**src/rtl/uart_dma_pkg.sv**
```systemverilog
// Shared types and default sizing for the UART-to-memory DMA engine.
package uart_dma_pkg;

   localparam int DATA_WIDTH = 8;
   localparam int ADDR_WIDTH = 8;
   localparam int LEN_WIDTH  = 5;
   localparam int TIMEOUT    = 8;

   typedef enum logic [2:0] {
      IDLE,
      REQ,
      WAIT,
      WRITE,
      DONE
   } dma_state_t;

endpackage

```
**src/rtl/uart_dma_ctrl.sv**
```systemverilog
// Pulls bytes from the UART one at a time and writes them to consecutive
// memory addresses; every output is registered from the next-state decode.
//
// state | meaning
// IDLE  | waiting for start
// REQ   | uart_re raised, gives the UART a fresh rising edge
// WAIT  | uart_re held, timer counts until uart_valid or timeout
// WRITE | uart_re dropped, mem_we strobes the captured byte
// DONE  | one-cycle done pulse, back to IDLE
module uart_dma_ctrl #(
   parameter int DATA_WIDTH = uart_dma_pkg::DATA_WIDTH,
   parameter int ADDR_WIDTH = uart_dma_pkg::ADDR_WIDTH,
   parameter int LEN_WIDTH  = uart_dma_pkg::LEN_WIDTH,
   parameter int TIMEOUT    = uart_dma_pkg::TIMEOUT
) (
   input  logic                  clk,
   input  logic                  rst,
   input  logic                  start,
   input  logic [ADDR_WIDTH-1:0] dst_addr,
   input  logic [LEN_WIDTH-1:0]  length,
   output logic                  uart_re,
   input  logic [DATA_WIDTH-1:0] uart_data,
   input  logic                  uart_valid,
   output logic                  mem_we,
   output logic [ADDR_WIDTH-1:0] mem_addr,
   output logic [DATA_WIDTH-1:0] mem_wdata,
   output logic                  busy,
   output logic                  done,
   output logic                  error,
   output logic [LEN_WIDTH-1:0]  byte_count
);
   import uart_dma_pkg::*;

   localparam int TW = $clog2(TIMEOUT);

   dma_state_t            state_q, state_d;
   logic [ADDR_WIDTH-1:0] addr_q, addr_d;
   logic [LEN_WIDTH-1:0]  len_q, len_d;
   logic [LEN_WIDTH-1:0]  cnt_q, cnt_d;
   logic [TW-1:0]         timer_q, timer_d;
   logic [DATA_WIDTH-1:0] wdata_q, wdata_d;
   logic [ADDR_WIDTH-1:0] maddr_q, maddr_d;
   logic                  err_q, err_d;
   logic                  re_q, we_q, busy_q, done_q;

   always_comb begin
      state_d = state_q;
      addr_d  = addr_q;
      len_d   = len_q;
      cnt_d   = cnt_q;
      timer_d = timer_q;
      wdata_d = wdata_q;
      maddr_d = maddr_q;
      err_d   = err_q;
      unique case (state_q)
         IDLE: begin
            if (start) begin
               cnt_d = '0;
               err_d = 1'b0;
               if (length != '0) begin
                  addr_d  = dst_addr;
                  len_d   = length;
                  state_d = REQ;
               end else begin
                  state_d = DONE;
               end
            end
         end
         REQ: begin
            timer_d = '0;
            state_d = WAIT;
         end
         WAIT: begin
            if (uart_valid) begin
               wdata_d = uart_data;
               maddr_d = addr_q;
               state_d = WRITE;
            end else if (timer_q == TW'(TIMEOUT - 1)) begin
               err_d   = 1'b1;
               state_d = DONE;
            end else begin
               timer_d = timer_q + 1'b1;
            end
         end
         WRITE: begin
            addr_d  = addr_q + 1'b1;
            cnt_d   = cnt_q + 1'b1;
            state_d = (cnt_d == len_q) ? DONE : REQ;
         end
         DONE:    state_d = IDLE;
         default: state_d = IDLE;
      endcase
   end

   always_ff @(posedge clk) begin
      if (rst) begin
         state_q <= IDLE;
         addr_q  <= '0;
         len_q   <= '0;
         cnt_q   <= '0;
         timer_q <= '0;
         wdata_q <= '0;
         maddr_q <= '0;
         err_q   <= 1'b0;
         re_q    <= 1'b0;
         we_q    <= 1'b0;
         busy_q  <= 1'b0;
         done_q  <= 1'b0;
      end else begin
         state_q <= state_d;
         addr_q  <= addr_d;
         len_q   <= len_d;
         cnt_q   <= cnt_d;
         timer_q <= timer_d;
         wdata_q <= wdata_d;
         maddr_q <= maddr_d;
         err_q   <= err_d;
         // Decoding the next state keeps every strobe registered yet cycle-aligned with its state.
         re_q    <= (state_d == REQ) || (state_d == WAIT);
         we_q    <= (state_d == WRITE);
         busy_q  <= (state_d == REQ) || (state_d == WAIT) || (state_d == WRITE);
         done_q  <= (state_d == DONE);
      end
   end

   assign uart_re    = re_q;
   assign mem_we     = we_q;
   assign mem_addr   = maddr_q;
   assign mem_wdata  = wdata_q;
   assign busy       = busy_q;
   assign done       = done_q;
   assign error      = err_q;
   assign byte_count = cnt_q;

endmodule

```
**config.mk**
```make
export PLATFORM = sky130hd
export DESIGN_NAME = uart_dma_ctrl
export DESIGN_NICKNAME = d
export VERILOG_FILES = /design/src/rtl/uart_dma_pkg.sv /design/src/rtl/uart_dma_ctrl.sv
export SDC_FILE = /design/constraint.sdc
export NUM_CORES = 1
export LEC_CHECK = 0
export ABC_AREA = 0
export CAP_MARGIN = 25
export CORE_MARGIN = 2
export CORE_UTILIZATION = 30
export DETAILED_ROUTE_END_ITERATION = 10
export GPL_TIMING_DRIVEN = 0
export PLACE_DENSITY = 0.61
export SETUP_SLACK_MARGIN = 0.2
export SLEW_MARGIN = 20
export SYNTH_ARGS = -nofsm -noshare
export SYNTH_HDL_FRONTEND = slang
export SYNTH_SLANG_ARGS = --single-unit
```
**constraint.sdc**
```tcl
create_clock -name clk -period 2.79 [get_ports clk]
set_clock_uncertainty 0.1 [all_clocks]
set_input_delay 0.837 -clock clk [delete_from_list [all_inputs] [get_ports clk]]
set_output_delay 0.837 -clock clk [all_outputs]
set_load 0.02 [all_outputs]
```
; Word-level counts from Yosys, hierarchy flattened
; Index checks and enable logic that the tools add are counted.
[totals]
elab_cells = 60
out_inout_bits = 26
in_bits = 25
register_bits = 45
[op_classes]
eq_ne = 14
addsub = 3
n_mux = 18
reduce_logical = 13
[ops]
columns = op, count
row1 = $mux 3, 7
row2 = $mux 8, 2
row3 = $pmux 8 s2, 1
row4 = $eq 3x2->1 const B, 4
row5 = $pmux 3 s4, 1
row6 = $ne 2x2->1 const B, 5
row7 = $pmux 5 s2, 1
row8 = $reduce_and 3->1, 3
row9 = $add 8x1->8 const B, 1
row10 = $eq 3x1->1 const B, 2
row11 = $eq 3x3->1 const B, 2
row12 = $pmux 3 s2, 1
row13 = $reduce_bool 2->1, 3
row14 = $add 5x1->5 const B, 1
row15 = $eq 5x5->1, 1
row16 = $mux 5, 1
row17 = $reduce_bool 5->1, 1
row18 = $reduce_and 2->1, 2
row19 = $reduce_and 4->1, 1
row20 = $add 3x1->3 const B, 1
row21 = $logic_not 3->1, 1
row22 = $mux 1, 3
row23 = $logic_or 1x1->1, 2
row24 = $pmux 1 s2, 1

; Logic depth before layout (Yosys ltp)
[logic_depth]
ltp_word = 7
mapped_depth = 7
depth_no_buf = 7

; Worst setup path before layout
; Ideal clock, no wire load.
[synth_path]
kind = input-to-reg
from = input length[1]
to = register addr_q[0]
setup_ps = 135
arrival_ps = 1989
cell_stages = 5
slack_ps = 566
path_buffers = 1
path_cell_list = or4_1 o21a_1 buf_6 a211oi_1 a211oi_1
[synth_via]
elab_chain_cells = 3
[synth_rtl]
columns = element, line_no
row1 = "start, declared", uart_dma_ctrl.sv:20  ; input logic [LEN_WIDTH-1:0] length,
row2 = $reduce_bool 5->1, uart_dma_ctrl.sv:60  ; if (length != '0) begin
row3 = $ne 2x2->1 (no source line), -
row4 = $reduce_and 3->1 (no source line), -
row5 = "end signal, assigned", uart_dma_ctrl.sv:111  ; addr_q <= addr_d;
row6 = "end, declared", uart_dma_ctrl.sv:37  ; logic [ADDR_WIDTH-1:0] addr_q, addr_d;
; No other way between the ends.
; A chain may end at the register's enable or synchronous reset.

; Worst setup path after layout
[layout_path]
from = input length[1]
to = register re_q, in the netlist uart_re
[layout_via]
elab_chain_cells = 6
[layout_rtl]
columns = element, line_no
row1 = $reduce_bool 5->1 *, uart_dma_ctrl.sv:60
row2 = $mux 3 *, uart_dma_ctrl.sv:60
row3 = $mux 3 *, uart_dma_ctrl.sv:57  ; if (start) begin
row4 = $pmux 3 s4 *, uart_dma_ctrl.sv:55  ; unique case (state_q)
row5 = $eq 3x1->1 / $eq 3x2->1 (equally long branches), uart_dma_ctrl.sv:119  ; re_q <= (state_d == REQ) || (state_d == WAIT);
row6 = $logic_or 1x1->1 *, uart_dma_ctrl.sv:119
row7 = "end signal, assigned", uart_dma_ctrl.sv:119
row8 = "end, declared", uart_dma_ctrl.sv:44  ; logic re_q, we_q, busy_q, done_q;
; Every way passes the cells marked *; elsewhere a longest branch is shown, timed or not.

==> results.sh <==
export IMPL_syn_avg_cell_area_um2=8.435
export IMPL_io_buffers=49
export IMPL_grt_max_degree=13
export IMPL_drt_iter0_drc=61
export IMPL_numCtsBuffers=5
export IMPL_synth_top_cells_by_area="dfxtp_1 47%, a21oi_1 8.3%, nand2_1 7.8%, nor2_1 5.5%, a22oi_1 2.7%"
export IMPL_relSlewSlack_pct=62.96
export IMPL_dpl_hpwl_um=3408
export IMPL_layout_min_cycle_time_ns=2.481
export IMPL_grt_overflow=0
export IMPL_seq_area_frac_synth_pct=46.84
export IMPL_drc_errors=0
export IMPL_status="complete, no violations"
export IMPL_postCtsSetupRepairBufs=0
export IMPL_clkPwrFrac_pct=28.7
export IMPL_syn_cell_area_um2=1923
export IMPL_antenna_found_initial=0
export IMPL_pin_count=51
export IMPL_rsz0062_at_grt="false"
export IMPL_hold_ws_ns=0.3544
export IMPL_fin_cells=361
export IMPL_tritoncts="yes"
export IMPL_area_growth_pct=35.20
export IMPL_cp_arrival_ns=2.56
export IMPL_tightest_slew_ns=0.5556
export IMPL_fill_cells=630
export IMPL_maxCapViolations=0
export IMPL_rows=29
export IMPL_leakagePower_nw=0.9192
export IMPL_vias=1734
export IMPL_avgRoutedWirePerCell_um=12.70
export IMPL_synthCells=228
export IMPL_p_total_mw=1.412
export IMPL_drive_above_1_share_pct=5.986
export IMPL_die_width_um=84.07
export IMPL_routabilityCongestion=0.7879
export IMPL_r2r_end="timer_q[2]"
export IMPL_seq_power_share_pct=51.0
export IMPL_clk_pin_slew_ns=0.08
export IMPL_regToRegStartpoint="timer_q[0]"
export IMPL_p_sw_share_pct=28.02
export IMPL_finalInstanceArea_um2=2600
export IMPL_p_sw_mw=0.3958
export IMPL_synthMostInstantiatedCell="dfxtp_1"
export IMPL_design_final_nets=313
export IMPL_diodes=0
export IMPL_path_class="primary input to register"
export IMPL_final_hold_violation_count=0
export IMPL_hp_class="register to register"
export IMPL_via_per_inst=4.803
export IMPL_dr_pass1_iters=4
export IMPL_crit_start="length[1]"
export IMPL_r2r_cells=7
export IMPL_grt_pass1_vias=1669
export IMPL_htreeDepth=2
export IMPL_crit_end="uart_re"
export IMPL_synth_common_cells="45 x dfxtp_1, 40 x nand2_1, 32 x a21oi_1, 28 x nor2_1, 9 x clkbuf_1"
export IMPL_insertion_delay_ns=0.29
export IMPL_synth_edf_count=0
export IMPL_post_route_period_util_pct=88.91
export IMPL_cp_end_kind="register"
export IMPL_synth_area_leader_cell="dfxtp_1"
export IMPL_vdd_drop_max_mv=0.2210
export IMPL_combPwrFrac_pct=20.3
export IMPL_root_buffer="clkbuf_8"
export IMPL_clockBufferDepth=2
export IMPL_ant_nets=0
export IMPL_reg2reg_slack_ns=0.76
export IMPL_startpoint_type="primary input"
export IMPL_synth_seq_cells=45
export IMPL_core_area_um2=6277
export IMPL_internal_power_mw=1.017
export IMPL_crit_required_ns=2.87
export IMPL_dieArea_um2=7067
export IMPL_max_freq_mhz=403.1
export IMPL_path_max_fanout=10
export IMPL_synth_top_cell_area_share_pct=46.84
export IMPL_drt_wl_total_um=4586
export IMPL_multiInputGateArea_um2=952.2
export IMPL_seq_area_um2=900.9
export IMPL_track_usage_pct=13.64
export IMPL_finalSetupViolations=0
export IMPL_drv_slew=0
export IMPL_grt_pass1_wl_um=7741
export IMPL_p_per_area_nw_per_um2=543.3
export IMPL_syn_nets=257
export IMPL_ys_types=36
export IMPL_dp_cells=354
export IMPL_synth_ff_type="dfxtp_1"
export IMPL_die_y_um=84.07
export IMPL_async_flop_share_pct=0
export IMPL_start_util_pct=30.64
export IMPL_synth_warnings=0
export IMPL_place_area_um2=2510
export IMPL_cts_sinks=45
power groups by stage:
stage	sequential (mW)	combinational [mW]	clock, mW
after floorplan	0.749	0.164	0
final	0.720	0.286	0.406
after global routing	0.728	0.319	0.456
after detailed placement	0.736	0.289	0
after global placement	0.735	0.287	0
after CTS	0.721	0.289	0.423
metrics by stage:
step / setup TNS, ns / setup slack (ns) / util (%)
after floorplan: 0 / 0.5657 / -
after detailed placement: -0.1453 / -0.07520 / 39.98
after global placement: -0.03147 / -0.01630 / 39.98
final: 0 / 0.3093 / 41.42
after CTS: 0 / 0.2492 / 41.36
after global routing: 0 / 0.2188 / 41.42
state kept, by name, indices dropped and copies added, names as in the netlist:
name        count
addr_q          8
mem_addr        8
mem_wdata       8
byte_count      5
len_q           5
state_q         3
timer_q         3
busy            1
done            1
error           1
mem_we          1
uart_re         1
cell families (layout without fill, tap and decap cells):
group | after synthesis | after routing | share of synthesized area, %
compound gates | 58 | 58 | 18.74
xor+xnor | 7 | 7 | 3.969
fa+ha+maj | 4 | 4 | 2.603
buf+inv | 16 | 72 | 3.839
flops | 45 | 45 | 46.84
simple gates | 98 | 98 | 24.01
timing repair:
item / in CTS / in global routing
hold buffers: 0 / 0
endpoints found under the hold margin: 0 / 0
gates resized for setup: 0 / 1
endpoints found under the setup margin: 0 / 2
layout by cell type, fill, tap and decap left out, types with 2 or more instances in the layout:
master / instances
nand3b_1: 3
a2111oi_2: 3
nand3_1: 6
and2_1: 2
or3_1: 2
clkbuf_1: 10
inv_1: 3
ha_1: 4
buf_2: 2
nand2_1: 40
a22oi_1: 7
nor2_1: 28
xnor2_1: 5
dfxtp_1: 45
a311oi_1: 2
clkdlybuf4s50_1: 49
a211oi_1: 4
clkbuf_8: 6
a21oi_1: 32
o21ai_0: 6
nand4_1: 2
nor3_1: 7
worst max-delay path, stage by stage:
cell and delay [ns]:
clkdlybuf4s50_1 0.43, or4_1 0.59, o21a_1 0.21, buf_6 0.14
a21oi_1 0.23, a211oi_1 0.12
metal layers:
| layer | vias up | track usage, % | wire (um) |
|---|---|---|---|
| li1 | 907 | - | - |
| met1 | 793 | 17.77 | 2203 |
| met3 | 5 | 3.165 | 134 |
| met2 | 29 | 21.79 | 2185 |
| met4 | 0 | 5.279 | 63 |
| met5 | - | 0 | 0 |
worst min-delay path by stage:
stage	startpoint	slack [ns]	end	cells after the start
finish	mem_addr[3]	0.35	mem_addr[3]	2
global route	mem_wdata[3]	0.38	mem_wdata[3]	2
CTS	mem_addr[3]	0.36	mem_addr[3]	2
detailed placement	mem_addr[3]	0.35	mem_addr[3]	2
global placement	mem_addr[6]	0.34	mem_addr[6]	2
floorplan	len_q[4]	0.35	len_q[4]	2
cell type report:
type | instances | area share, %
Multi-Input combinational cell | 167 | 36.62
Sequential cell | 45 | 34.65
Timing Repair Buffer | 49 | 18.86
Tap cell | 77 | 3.705
Clock buffer | 7 | 3.321
Buffer | 13 | 2.406
Inverter | 3 | 0.4331
No activity file was read; power rests on OpenSTA's default activity.
==> edit 1: new RTL, same flow settings <==
The package constant `ADDR_WIDTH` goes from 8 to 7.
--- a/src/rtl/uart_dma_pkg.sv
+++ b/src/rtl/uart_dma_pkg.sv
@@ -3,5 +3,5 @@
 
    localparam int DATA_WIDTH = 8;
-   localparam int ADDR_WIDTH = 8;
+   localparam int ADDR_WIDTH = 7;
    localparam int LEN_WIDTH  = 5;
    localparam int TIMEOUT    = 8;
Interface: changed (resized dst_addr and mem_addr); port bits go from 51 to 49. The function was not compared with the original's and may differ.
==> edit 1 against the unedited design <==
  * Sequential share of layout area shrank 1.6 points
  * Largest cell class unchanged
  * Worst hold slack better by 0.0042 ns
  * Sequential cell count shrank 2
  * Synthesized area rose by 1.8%
  * Wire length increased by 5.5%
  * Sequential power fell by 7.5%
  * Fmax grew 1.6%
  * Non-clock buffer count unchanged
  * Cell area increased by 0.19%
  * Worst setup slack gained 0.039 ns
  * Total power decreased by 9.8%
==> edit 1: results (changes against the unedited design) <==
- Total of fill cells in the finished design: 680 (+7.9%)
* Highest-delay cell along the critical path: nor4b_4
* Number of distinct library cells after synthesis: 46 (+28%)
- The worst hold slack is 0.359 ns (+0.00420 ns).
- Avg WL per Cell: 13.3 um (+4.6%)
* CP Data Arrival Time: 2.50 ns (-0.06 ns)
- The total nets after synthesis came to 260 (+1.2%).
* Number of nets in the layout: 314 (+0.32%)
- For hold timing, the worst endpoint is mem_wdata[1].
* Number of global-route vias before repair: 1706 (+2.2%)
- Fraction of final layout cells sized beyond drive strength 1: 0.0767 (+0.0168)
- The proportion of synthesized area in mux cells is 0.00512 (+0.00512).
- Placed cell count: 356 (+0.56%)
- The post-synthesis sequential area ratio was 0.440 (-0.0285).
- Area after DPL: 0.00252 sq mm (+0.55%)
* Final weighted congestion of routability-driven global placement: 0.749 (-5.0%)
* Most numerous cell types in the synthesized netlist: 43 x dfxtp_1, 43 x nand2_1, 28 x a21oi_1
- Total Routing Usage GR: 0.142 (+0.00551)
- Initial DRC count: 100 (+64%)
- Outcome: complete, no violations
* Cell leakage power: 0.930 nW (+1.1%)
- Detail-routed via count per cell: 4.80 (about the same)
- Port-buffer cells: 47 (-4.1%)
- First-pass GRT wire length: 8220 um (+6.1%)
* Xor and xnor fraction of the mapped netlist area: 0.0358 (-0.00388)
- Worst rel slew slack: 0.611 (-0.0185)
* Register-to-Register Setup Slack: 0.88 ns (+0.12 ns)
- The share of the synthesized area in compound gates (AO/OA/AOI/OAI) is 0.187 (about the same).
- Category of cells accounting for the largest share of critical-path delay: buffers and inverters
-- edit 1: where the power goes --
| group | switching (mW) | leakage [nW] | internal (mW) | total (mW) |
|---|---|---|---|---|
| clock | 0.208 | 0.0422 | 0.176 | 0.384 |
| sequential | 0.0230 | 0.350 | 0.643 | 0.666 |
| combinational | 0.116 | 0.538 | 0.108 | 0.225 |
-- edit 1: tightest hold or removal path, delay by kind of cell (launching register included) --
family          cells  cell delay [ns]
flops               1             0.31
simple gates        1             0.05
compound gates      1             0.05
-- edit 1: worst max-delay path by stage --
stage | to | depth (start not counted) | slack [ns]
after floorplan | addr_q[5] | 4 | 0.65
after global placement | addr_q[2] | 6 | 0.07
after detailed placement | addr_q[2] | 6 | 0.04
final | addr_q[2] | 6 | 0.35
after global routing | addr_q[2] | 6 | 0.24
after CTS | addr_q[2] | 6 | 0.35
-- edit 1: per-layer routing --
layer / up-vias / wire length [um] / global-route usage
met3: 8 / 222 / 0.0285
li1: 915 / - / -
met4: 0 / 69 / 0.0476
met5: - / 0 / 0
met2: 37 / 2230 / 0.227
met1: 787 / 2320 / 0.192
-- edit 1: layout make-up --
| cell class | instances | area (sq um) | area share |
|---|---|---|---|
| Buffer | 15 | 81.3 | 0.0312 |
| Clock buffer | 7 | 76.3 | 0.0293 |
| Clock inverter | 1 | 5.00 | 0.00192 |
| Inverter | 2 | 7.51 | 0.00288 |
| Multi-Input combinational cell | 172 | 1010 | 0.387 |
| Sequential cell | 43 | 861 | 0.330 |
| Tap cell | 77 | 96.3 | 0.0370 |
| Timing Repair Buffer | 47 | 470 | 0.181 |
-- edit 1: cells by family after synthesis --
| logic type | after synthesis |
|---|---|
| AOI/OAI and AO/OA | 57 |
| xor gates and xnor gates | 8 |
| adders and majority gates | 4 |
| buffers and inverters | 17 |
| DFF | 43 |
| muxes | 1 |
| and+or+nand+nor | 102 |
==> edit 2: new RTL, same settings <==
Made on the original files. Reset style: asynchronous (`rst`), changed in one clocked block.
--- a/src/rtl/uart_dma_ctrl.sv
+++ b/src/rtl/uart_dma_ctrl.sv
@@ -93,5 +93,5 @@
    end
 
-   always_ff @(posedge clk) begin
+   always_ff @(posedge clk or posedge rst) begin
       if (rst) begin
          state_q <= IDLE;
Check against the original RTL: differs if rst is asserted again (counterexample within 4 cycles, from zero or initial values and one cycle with rst high); with rst held inactive, the same outputs for 10 cycles.
==> edit 2 against the unedited design <==
  * Synthesized cell count is 3.1% lower
  * Cell area is 14% higher
  * Die area is 14% higher
  * Count of clock-buffer cells in the layout is 2 lower
  * Fmax is 0.24% lower
  * Wire length is 12% higher
  * Worst setup slack worse by 0.0060 ns
  * Sequential cell count stayed put
  * Critical path depth is 1 lower
  * Synthesized area is 15% higher
  * Worst hold slack better by 0.026 ns
  * Largest cell class is now registers
  * Highest routed layer unchanged
Power is not compared: it rests on default switching activity, and its combinational part moved more than twofold at a synthesized area within 25%.
==> edit 2: results (changes against the unedited design) <==
* Port-buffer cells: 50 (+2.0%)
* Worst IR drop on VDD: around 0.34 mV
- The buffers inserted during post-CTS setup optimization came to 0 (unchanged).
- The maximum fanout along the worst path is 8 (-2).
- Worst rel slew slack: 0.529 (-0.101)
- CP Data Arrival Time: 2.59 ns (+0.03 ns)
- In this run the clock root is driven by a clkbuf_8.
- Quantity of gates resized following cts: 0 (unchanged)
- Post-detail-place hpwl: 3750 um (+10%)
- The final critical-path required period is 2.49 ns (+0.00599 ns).
* Fraction of final layout cells sized beyond drive strength 1: 0.121 (+0.0616)
- Number of distinct library cells after synthesis: 48 (+33%)
- The clock insertion delay at the later pin of the skew report came to 0.31 ns (+0.02 ns).
- Share of synthesized area occupied by flip-flops and latches: 0.508 (+0.0397)
- By count the netlist is led by 60 x nand2_1, 45 x dfrtp_1, 8 x o21ai_0.
* Highest-delay cell along the critical path: or4_4
- The worst setup slack after placement came to -0.0294 ns (+0.0458 ns).
* Number of nets in the layout: 308 (-1.6%)
- The total nets after synthesis came to 250 (-2.7%).
- The worst-case clock buffer depth was 2 (unchanged).
- Detail-routed via count per cell: 4.79 (-0.24%)
- The largest single stage delay on the critical path is roughly 0.58 ns.
* End point of the worst hold path: mem_addr[0]
- Register-to-Register Setup Slack: 0.56 ns (-0.20 ns)
- Worst Hold Margin: 0.380 ns (+0.0261 ns)
* Instance count along the most critical hold path: 2 (unchanged)
* Warnings, synthesis: 0 (unchanged)
* Category of cells accounting for the largest share of critical-path delay: simple AND/OR/NAND/NOR gates
- Worst r2r path cells: 5 (-2)
- Fraction of registers with async set/reset: 1.00 (+1.00)
* Clock buffer count from CTS: 5 (unchanged)
* Number of global-route vias before repair: 1822 (+9.2%)
- The initial antenna violation count is 0 (unchanged).
- Area after DPL: 0.00287 sq mm (+14%)
- The analysis attributes to cell leakage a power of 1.31 nW.
* Pre-antenna DRT Iters: 4 (unchanged)
- Top cells by area in the synthesized netlist: dfrtp_1 51%, nand2_1 10%, mux2_2 3.0%, ha_1 2.3%, a2bb2oi_1 2.0%
- Avg WL per Cell: 13.5 um (+6.7%)
- The final RePlAce weighted congestion came to 0.793 (+0.62%).
- The number of H-tree levels came to 2 (unchanged).
* Commonest register cell after synthesis: dfrtp_1
* Source of the worst register-to-register timing path: byte_count[0]
- The run finished with clean final reports.
- The number of DRC markers after the initial detailed-route iteration is 108 (+77%).
- Clock-pin slew on the worst setup and hold paths: 0.10 ns (+0.02 ns)
* Antenna Diode Count: 0 (unchanged)
- Critical register-to-register path endpoint: busy
- The startpoint identified for the worst hold timing path is mem_addr[0].
- First-pass GRT wire length: 8910 um (+15%)
* Largest net degree at the start of global routing: 24 (+11)
- The overall routing resource usage came to 0.135 (-0.00165).
* Type of the worst min-delay path: register to register
[edit 2: routing by layer]
layer,GRT usage,part of all wire,up-vias
met2,0.230,0.48,37
met4,0.0346,0.0099,0
li1,-,-,904
met1,0.170,0.47,869
met3,0.0360,0.037,6
met5,0,0,-
[edit 2: area by class of cell]
cell class | count | area (sq um)
Inverter | 6 | 22.5
Buffer | 10 | 56.3
Timing Repair Buffer | 51 | 528
Tap cell | 99 | 124
Clock inverter | 3 | 21.3
Clock buffer | 5 | 68.8
Fill cell | 745 | 4260
Sequential cell | 45 | 1130
Multi-Input combinational cell | 160 | 1010
[edit 2: worst max path at each step]
| stage | start | endpoint | cells after the start |
|---|---|---|---|
| 4_1_cts | length[1] | addr_q[1] | 5 |
| 5_1_grt | length[1] | busy | 6 |
| 2_1_floorplan | length[1] | addr_q[1] | 4 |
| 3_3_place_gp | rst | len_q[4] | 2 |
| 3_5_place_dp | length[1] | addr_q[1] | 5 |
| 6_report | length[1] | addr_q[1] | 5 |
[edit 2: cell families (layout without fill, tap and decap cells)]
group                      count (synthesis)  in the layout  share of synthesized area
and+or+nand+nor                           88             88                      0.185
AOI/OAI and AO/OA                         55             55                      0.187
DFF                                       45             45                      0.508
buffers and inverters                     16             75                     0.0356
muxes                                      7              7                     0.0373
xor gates and xnor gates                   6              6                     0.0237
adders and majority gates                  4              4                     0.0226
[edit 2: where the power goes]
| part | internal [mW] | switching, mW |
|---|---|---|
| Clock | 0.178 | 0.240 |
| Combinational | 0.776 | 0.864 |
| Sequential | 0.933 | 0.209 |
| Total | 1.89 | 1.31 |
[edit 2: stage by stage]
stage                     utilization  std cells  TNS, ns
after floorplan                     -        221        0
after global placement          0.394        370    -9.67
final                           0.410        379        0
after global routing            0.410        379        0
after detailed placement        0.398        371  -0.0294
after CTS                       0.410        379        0
[edit 2: worst register-to-register path, stage by stage (launching register included)]
cell and delay (ns):
dfrtp_1 0.49, ha_1 0.33, and3b_1 0.19, o22ai_1 0.10
a2111oi_2 0.71, o21ai_0 0.17
